[src/rtl/handshake_pkg.sv]
// Shared definitions for the constant-sequence handshake block.
// Latency: n/a (constants and elaboration-time helpers only).
// Backpressure: n/a.
package handshake_pkg;

    // Index behaviour after the last table entry
    localparam int WRAP_OFF = 0;  // saturate at DEPTH-1
    localparam int WRAP_ON  = 1;  // roll over to entry 0

    // Width of the table index; a one-entry table still gets a 1-bit index
    function automatic int idx_width(input int depth);
        return (depth > 1) ? $clog2(depth) : 1;
    endfunction

endpackage

[src/rtl/handshake_skid_buffer.sv]
// Two-entry skid buffer (main + skid register) for a valid/ready token stream.
// Latency: 1 cycle from accept to out_vld when empty; one token per cycle sustained.
// Backpressure: in_rdy is a register (= not skid-full), no combinational path from out_rdy or in_vld.
//
// Ports:
//   clk, rst              rising-edge clock, synchronous active-low reset
//   in_vld/in_rdy/in_dat  upstream token (in_vld must already be qualified by the caller or is ANDed here)
//   out_vld/out_rdy/out_dat downstream token; out_dat is the main register
module handshake_skid_buffer #(
    parameter int DATA_WIDTH = 32
) (
    input  logic                  clk,
    input  logic                  rst,
    input  logic                  in_vld,
    output logic                  in_rdy,
    input  logic [DATA_WIDTH-1:0] in_dat,
    output logic                  out_vld,
    input  logic                  out_rdy,
    output logic [DATA_WIDTH-1:0] out_dat
);

    logic                  main_vld, main_vld_d;
    logic [DATA_WIDTH-1:0] main_dat, main_dat_d;
    logic                  skid_vld, skid_vld_d;
    logic [DATA_WIDTH-1:0] skid_dat, skid_dat_d;
    logic                  rdy_q;
    logic                  acc;
    logic                  xfer;

    assign acc     = in_vld & rdy_q;
    assign xfer    = main_vld & out_rdy;
    assign in_rdy  = rdy_q;
    assign out_vld = main_vld;
    assign out_dat = main_dat;

    always_comb begin
        main_vld_d = main_vld;
        main_dat_d = main_dat;
        skid_vld_d = skid_vld;
        skid_dat_d = skid_dat;
        if (skid_vld) begin
            // Skid full means rdy_q is low, so nothing new arrives; refill main on transfer.
            if (xfer) begin
                main_dat_d = skid_dat;
                skid_vld_d = 1'b0;
            end
        end else if (main_vld) begin
            if (acc && xfer) begin
                // Leaving and arriving together: occupancy stays at one.
                main_dat_d = in_dat;
            end else if (acc) begin
                skid_vld_d = 1'b1;
                skid_dat_d = in_dat;
            end else if (xfer) begin
                // Data is left in place so out_dat holds its last value while idle.
                main_vld_d = 1'b0;
            end
        end else if (acc) begin
            main_vld_d = 1'b1;
            main_dat_d = in_dat;
        end
    end

    always_ff @(posedge clk) begin
        if (!rst) begin
            main_vld <= 1'b0;
            main_dat <= '0;
            skid_vld <= 1'b0;
            skid_dat <= '0;
            rdy_q    <= 1'b1;
        end else begin
            main_vld <= main_vld_d;
            main_dat <= main_dat_d;
            skid_vld <= skid_vld_d;
            skid_dat <= skid_dat_d;
            rdy_q    <= ~skid_vld_d;
        end
    end

endmodule

[src/rtl/handshake_constant_seq.sv]
// Emits one token per accepted trigger, carrying the next constant from a parameter table.
// Latency: 1 cycle from trigger accept to outs_valid (buffer empty); one token per cycle.
// Backpressure: two-entry skid buffer; ctrl_ready drops only when the skid slot is full.
//
// Ports:
//   clk, rst                          rising-edge clock, synchronous active-low reset
//   ctrl_valid/ctrl_ready             trigger token handshake
//   seq_clear                         restart table index at entry 0
//   outs/outs_valid/outs_ready        output token handshake
//   seq_idx                           table index the next accepted trigger will use
module handshake_constant_seq
    import handshake_pkg::*;
#(
    parameter int                            DATA_WIDTH = 32,
    parameter int                            DEPTH      = 4,
    parameter logic [DEPTH*DATA_WIDTH-1:0]   CONSTS     = '0,
    parameter int                            WRAP       = WRAP_ON
) (
    input  logic                          clk,
    input  logic                          rst,
    input  logic                          ctrl_valid,
    output logic                          ctrl_ready,
    input  logic                          seq_clear,
    output logic [DATA_WIDTH-1:0]         outs,
    output logic                          outs_valid,
    input  logic                          outs_ready,
    output logic [idx_width(DEPTH)-1:0]   seq_idx
);

    localparam int             IDXW = idx_width(DEPTH);
    localparam logic [IDXW-1:0] LAST = IDXW'(DEPTH - 1);

    logic                  buf_rdy;
    logic                  accept;
    logic [IDXW-1:0]       idx_q;
    logic [IDXW-1:0]       use_idx;
    logic [IDXW-1:0]       inc_idx;
    logic [IDXW-1:0]       idx_d;
    logic [DATA_WIDTH-1:0] tok_dat;

    // Gating with rst keeps a producer from seeing a handshake that reset will discard.
    assign ctrl_ready = buf_rdy & rst;
    assign accept     = ctrl_valid & ctrl_ready;

    // A clear in the accept cycle makes that trigger use entry 0.
    assign use_idx = seq_clear ? '0 : idx_q;

    always_comb begin
        tok_dat = '0;
        for (int i = 0; i < DEPTH; i++) begin
            if (use_idx == IDXW'(i)) begin
                tok_dat = CONSTS[i*DATA_WIDTH +: DATA_WIDTH];
            end
        end
    end

    always_comb begin
        if (use_idx == LAST) begin
            inc_idx = (WRAP == WRAP_ON) ? '0 : LAST;
        end else begin
            inc_idx = use_idx + IDXW'(1);
        end
        idx_d = accept ? inc_idx : use_idx;
    end

    always_ff @(posedge clk) begin
        if (!rst) begin
            idx_q <= '0;
        end else begin
            idx_q <= idx_d;
        end
    end

    assign seq_idx = idx_q;

    handshake_skid_buffer #(
        .DATA_WIDTH(DATA_WIDTH)
    ) u_skid (
        .clk    (clk),
        .rst    (rst),
        .in_vld (accept),
        .in_rdy (buf_rdy),
        .in_dat (tok_dat),
        .out_vld(outs_valid),
        .out_rdy(outs_ready),
        .out_dat(outs)
    );

endmodule

[config.mk]
export PLATFORM = sky130hd
export DESIGN_NAME = handshake_constant_seq
export DESIGN_NICKNAME = d
export VERILOG_FILES = /design/src/rtl/handshake_pkg.sv /design/src/rtl/handshake_skid_buffer.sv /design/src/rtl/handshake_constant_seq.sv
export SDC_FILE = /design/constraint.sdc
export NUM_CORES = 1
export LEC_CHECK = 0
export CAP_MARGIN = 0
export CELL_PAD_IN_SITES_DETAIL_PLACEMENT = 0
export CELL_PAD_IN_SITES_GLOBAL_PLACEMENT = 1
export CORE_ASPECT_RATIO = 0.9
export CORE_MARGIN = 3
export CORE_UTILIZATION = 48
export CTS_BUF_LIST = sky130_fd_sc_hd__clkbuf_8 sky130_fd_sc_hd__clkbuf_16
export DETAILED_ROUTE_END_ITERATION = 8
export PLACE_DENSITY_LB_ADDON = 0.1
export REMOVE_ABC_BUFFERS = 1
export SLEW_MARGIN = 20
export SYNTH_ARGS = -nofsm -noshare
export SYNTH_HDL_FRONTEND = slang
export SYNTH_HIERARCHICAL = 1
export SYNTH_SLANG_ARGS = --single-unit
[constraint.sdc]
create_clock -name clk -period 3.1 [get_ports clk]
set_clock_uncertainty 0.1 [all_clocks]
set_input_delay 0.62 -clock clk [delete_from_list [all_inputs] [get_ports clk]]
set_output_delay 0.62 -clock clk [all_outputs]
set_load 0.01 [all_outputs]
==> flow_summary.json, run 1 <==
{
  "outcome": "finished clean",
  "fin_total_pwr_mw": 1.83,
  "critPathMaxFanout": 20,
  "placedInstanceArea_um2": 3830,
  "antenna_found_initial": 0,
  "first_global_vias": 2258,
  "track_usage_pct": 15.4,
  "ctsHoldBuffers": 0,
  "finalNetCount": 439,
  "drt_pass1_iterations": 4,
  "drtIter0Drc": 82,
  "post_cts_buffers": 0,
  "required_ns": 3.26,
  "initial_core_util_pct": 50.6,
  "die_area_um2": 7600,
  "yosysTopAreaCell": "dfxtp_1",
  "place.port_buffers": 40,
  "final_antenna_net_count": 0,
  "max_slew_margin_pct": 66.2,
  "place_ws_ns": 0.571,
  "setup_violations": 0,
  "cts_root_buffer": "clkbuf_8",
  "syn_inst": 341,
  "r2r_cells": 5,
  "placed_cells": 510,
  "drc": 0,
  "path_clk_slew_ns": 0.06,
  "drt-total-wl_mm": 5.30,
  "worst-r2r-setup-slack_ns": 1.31,
  "num_vias": 2273,
  "routedWlPerCell_um": 10.1,
  "dp_hpwl_mm": 3.28,
  "hold_path.class": "flop to flop",
  "synth_xor_area_share_pct": 0.554,
  "ys_warn_count": 6,
  "area_growth_pct": 26.7,
  "die_h_um": 83.0,
  "synth_top_area_share_pct": 43.7,
  "maxSlewViolCount": 0,
  "drive_above_1_share_pct": 12.3,
  "clock_path_buffers": 2,
  "synthMuxAreaShare_pct": 31.6,
  "power_density_nw_per_um2": 457,
  "maxCapViolCount": 0,
  "crit_path_start": "ctrl_valid",
  "min_period_over_period_pct": 70.8,
  "syn_avg_cell_area_um2": 9.28,
  "seq_area_frac_synth_pct": 43.7,
  "diodes": 0,
  "ios": 41,
  "cts_tree": "done",
  "cp.arrival_ns": 2.35,
  "grt_pass1_wl_mm": 9.69,
  "layout_setup_ws_ns": 0.905,
  "cts_num_sinks": 69,
  "synthDistinctLibCells": 23,
  "end_kind": "flop",
  "viasPerCell": 4.33,
  "core_area_um2": 6250,
  "fmax_ghz": 0.456,
  "criticalPathCategory": "input pin to flop",
  "endpoint": "u_skid/out_dat[16]",
  "synth_top_family_by_area": "multiplexers",
  "hold_violations": 0,
  "timing.rr.start": "u_skid/in_rdy",
  "die_w_um": 91.6,
  "synth-simple-area-share_pct": 18.4,
  "ir_drop_uv": 285,
  "finalInstanceArea_um2": 4010,
  "cts_resized": 0,
  "timing.rr.end": "u_skid/out_dat[16]",
  "rsz0062_at_grt": "false",
  "row_count": 27,
  "gr-total-overflow": 0,
  "start_kind": "input pin",
  "regArea_um2": 1380,
  "grt_max_degree": 131,
  "yosys-top-cells-area": "dfxtp_1 44%, mux2i_1 20%, nand2_1 16%",
  "gp_congestion": 0.680,
  "max_slew.worst_pin.slew_ns": 0.507,
  "p_leak_nw": 1.74,
  "synthAdderAreaFrac_pct": 0,
  "synth_compound_area_share_pct": 0.752,
  "fillers": 552,
  "clkLatencyLatePin_ns": 0.33,
  "netlist_area_um2": 3160,
  "cts_made_buffers": 9,
  "multi_input_area_um2": 1870,
  "setup_tns_ns": 0,
  "cts_htree_levels": 3,
  "ys_ff_latch": 69,
  "fin_crit_ns": 2.20,
  "final_cell_count_no_fill": 525
}
==> cells in the final DEF (no fill, tap or decap), types with 2 or more instances in the layout <==
| master | synthesis | final |
|---|---|---|
| and2_1 | 2 | 2 |
| clkbuf_8 | 0 | 12 |
| buf_4 | 3 | 2 |
| buf_12 | 0 | 3 |
| clkdlybuf4s50_1 | 0 | 39 |
| mux2i_1 | 64 | 64 |
| conb_1 | 1 | 64 |
| nand3_1 | 3 | 3 |
| nand2_1 | 132 | 132 |
| mux2_2 | 32 | 32 |
| dfxtp_1 | 69 | 68 |
| inv_1 | 2 | 4 |
==> sequential cells by signal, indices dropped and copies added, names as in the netlist <==
name	flops
seq_idx	2
u_skid/in_rdy	1
u_skid/out_dat	32
u_skid/out_vld	1
u_skid/skid_dat	32
u_skid/skid_vld	1
==> power by group <==
group          total [mW]  internal, mW  switching (mW)
combinational       0.244         0.128           0.116
sequential          0.939         0.921          0.0187
clock               0.647         0.345           0.303
total                1.83          1.39           0.437
==> worst min-delay path by stage <==
stage / from / endpoint / slack [ns] / cells after the start
after floorplan: u_skid/skid_dat[0] / u_skid/skid_dat[0] / 0.33 / 2
after detailed placement: u_skid/skid_dat[25] / u_skid/skid_dat[25] / 0.35 / 2
after global routing: u_skid/skid_dat[22] / u_skid/skid_dat[22] / 0.38 / 2
after CTS: u_skid/skid_dat[10] / u_skid/skid_dat[10] / 0.36 / 2
after global placement: u_skid/skid_dat[31] / u_skid/skid_dat[31] / 0.34 / 2
final: u_skid/skid_dat[3] / u_skid/skid_dat[3] / 0.35 / 2
==> worst max-delay path: stages <==
cell and delay (ns):
clkdlybuf4s50_1 0.45, and3_1 0.21, nand2_1 0.16, a22o_2 0.45, buf_12 0.25, mux2i_1 0.20
==> layout make-up <==
type | instances | share of cell area [%]
Inverter | 2 | 0.187
Sequential cell | 69 | 34.5
Tap cell | 87 | 2.72
Clock inverter | 3 | 0.312
Clock buffer | 12 | 4.12
Multi-Input combinational cell | 308 | 46.6
Timing Repair Buffer | 44 | 11.6
==> Yosys cell counts <==
master,count
xor2_1,1
buf_2,3
inv_1,2
or2_1,1
and3_1,1
nand2_1,132
conb_1,1
dfxtp_1,69
xnor2_1,1
nor2b_1,1
o21a_1,1
nand3_1,3
nor4b_4,1
nor2_1,1
buf_4,3
mux2i_1,64
nor3b_2,1
mux2_2,32
clkbuf_1,14
buf_6,5
and2_1,2
a22o_1,1
a21boi_0,1
==> per-layer routing <==
metal	wire [µm]	GRT usage, %
met1	2770	19.0
met2	2250	25.3
met3	217	5.34
met4	68	4.52
met5	0	0
==> logic make-up after synthesis <==
group,after synthesis
buffers and inverters,27
muxes,96
and+or+nand+nor,143
xor gates and xnor gates,2
AOI/OAI and AO/OA,3
DFF,69
other,1
==> stage by stage <==
| stage | utilization, % | hold slack, ns |
|---|---|---|
| after floorplan | - | 0.331 |
| after global routing | 64.1 | 0.377 |
| final | 64.1 | 0.353 |
| after detailed placement | 61.3 | 0.345 |
| after global placement | 61.3 | 0.339 |
| after CTS | 64.1 | 0.356 |
Power figures use the tool's default switching activity.
==> run 2, diff against run 1 <==
CORE_UTILIZATION = 40   (was 48)
clock period = 1.9 ns   (was 3.1 ns; I/O delays follow)
==> run 2 against run 1 <==
Effect of this change:
- via count up 1.2%
- setup slack worse by 0.80 ns
- count of clock-buffer cells in the layout down 3
- final cell count grew 2.3%
- wire length is 6.0% higher
- die area up 19%
- first-iteration DRC count decreased by 18%
- power up 77%
- critical path type is now flop to primary output
- largest power group unchanged
==> flow_summary.json, run 2 (synthesis gave the netlist of run 1 again) <==
{
  "hold_path.class": "input pin to flop",
  "drive_above_1_share_pct": 13.6,
  "fmax_ghz": 0.557,
  "cts_tree": "done",
  "cts_num_sinks": 69,
  "cts_made_buffers": 9,
  "clock_path_buffers": 2,
  "ir_drop_uv": 463,
  "placed_cells": 521,
  "clkLatencyLatePin_ns": 0.34,
  "place.port_buffers": 40,
  "path_cells": "clkdlybuf4s50_1",
  "gp_congestion": 0.653,
  "worst-path-buf-inv": 1,
  "grt_max_degree": 129,
  "grt_pass1_wl_mm": 9.82,
  "hold_violations": 0,
  "critPathMaxStageDelay_ns": 0.56,
  "internal-power_mw": 2.45,
  "core_area_um2": 7620,
  "setup_tns_ns": 0,
  "holdPathEnd": "u_skid/in_rdy",
  "routedWlPerCell_um": 10.5,
  "p_leak_nw": 1.77,
  "ios": 41,
  "criticalPathCategory": "flop to primary output",
  "final_common_cell": "nand2_1",
  "power.switching_uw": 786,
  "row_count": 30,
  "start_kind": "flop",
  "timing.rr.start": "u_skid/in_rdy",
  "placedInstanceArea_um2": 3870,
  "finalInstanceArea_um2": 4090,
  "crit_cells": 1,
  "maxSlewViolCount": 0,
  "layout_common_cells": "132 x nand2_1, 67 x dfxtp_1, 64 x conb_1, 64 x mux2i_1, 38 x clkdlybuf4s50_1",
  "multi_input_area_um2": 1870,
  "timing.rr.end": "u_skid/skid_dat[12]",
  "cts_root_buffer": "clkbuf_8",
  "first_global_vias": 2118,
  "area_growth_pct": 29.2,
  "viasPerCell": 4.28,
  "crit_family": "buffers and inverters",
  "regArea_um2": 1380,
  "worst-r2r-setup-slack_ns": 0.31,
  "num_vias": 2301,
  "clock_power_share_pct": 40.0,
  "gr-total-overflow": 0,
  "cp_slowest_cell": "clkdlybuf4s50_1",
  "min_period_over_period_pct": 94.5,
  "outcome": "finished clean",
  "dp_hpwl_mm": 3.43,
  "drt_pass1_iterations": 4,
  "layout_setup_ws_ns": 0.105,
  "power_density_nw_per_um2": 792,
  "die_area_um2": 9010,
  "drt-total-wl_mm": 5.62,
  "p_seq_share_pct": 47.2,
  "hp-start": "rst",
  "place_ws_ns": -0.218,
  "cts_htree_levels": 3,
  "final.hold.worst_slack_ns": 0.216,
  "drc": 0,
  "ctsHoldBuffers": 0,
  "initial_core_util_pct": 41.5,
  "min_path_cells": 2,
  "path_clk_slew_ns": 0.07,
  "finalNetCount": 441,
  "critPathMaxFanout": 6,
  "cp.arrival_ns": 1.31,
  "power_frac_comb_pct": 12.7,
  "fillers": 742,
  "track_usage_pct": 13.2,
  "rsz0062_at_grt": "false",
  "max_slew.worst_pin.slew_ns": 0.518,
  "r2r_cells": 5,
  "diodes": 0,
  "swShare_pct": 24.3,
  "antenna_found_initial": 0,
  "setup_violations": 0,
  "max_slew_margin_pct": 65.5,
  "final_cell_count_no_fill": 537,
  "die_h_um": 90.4,
  "drtIter0Drc": 67,
  "final_antenna_net_count": 0,
  "maxCapViolCount": 0,
  "die_w_um": 99.7,
  "end_kind": "primary output",
  "required_ns": 1.42,
  "post_cts_buffers": 0,
  "fin_crit_ns": 1.79
}
run 2: cell count changes in the layout (fill, tap and decap cells not counted), moves of 2 or more:
| cell | delta |
|---|---|
| clkbuf_8 | -3 |
| bufinv_16 | +2 |
| clkinv_2 | +2 |
| clkinvlp_4 | +2 |
| inv_1 | -2 |
run 2: what timing repair did:
action	in CTS	in global routing
endpoints found under the hold margin	0	0
resized for setup	1	1
cloned	0	0
endpoints found under the setup margin	1	1
run 2: worst max path at each step:
stage	startpoint	end	slack, ns
global placement	ctrl_valid	u_skid/skid_dat[1]	-0.19
global route	u_skid/out_vld	outs_valid	0.03
floorplan	u_skid/skid_vld	u_skid/skid_dat[0]	-0.95
CTS	u_skid/in_rdy	ctrl_ready	0.03
detailed placement	ctrl_valid	u_skid/skid_dat[8]	-0.22
finish	u_skid/out_vld	outs_valid	0.11
run 2: routing by layer:
layer,part of all wire [%],vias to the layer above,routed length [µm],global-route usage [%]
met5,0,-,0,0
met1,53,1030,2970,18.5
met2,42,28,2370,18.7
met3,3.7,7,210,4.17
met4,1.2,0,70,5.46
li1,-,1236,-,-
run 2: layout make-up:
class	count	area share (%)
Inverter	2	0.184
Clock inverter	7	2.20
Tap cell	96	2.94
Clock buffer	9	3.03
Sequential cell	69	33.9
Timing Repair Buffer	46	12.1
Multi-Input combinational cell	308	45.7
run 2: metrics by stage:
| stage | power [mW] | util (%) |
|---|---|---|
| floorplan | 1.78 | - |
| global placement | 1.97 | 50.8 |
| detailed placement | 1.97 | 50.8 |
| CTS | 3.30 | 53.6 |
| global route | 3.40 | 53.6 |
| finish | 3.23 | 53.6 |
run 2: power groups by stage:
stage,clock (mW),combinational [mW],sequential [mW]
4_1_cts,1.36,0.414,1.53
5_1_grt,1.41,0.455,1.54
6_report,1.29,0.411,1.53
3_5_place_dp,0,0.412,1.56
2_1_floorplan,0,0.195,1.59
3_3_place_gp,0,0.409,1.56
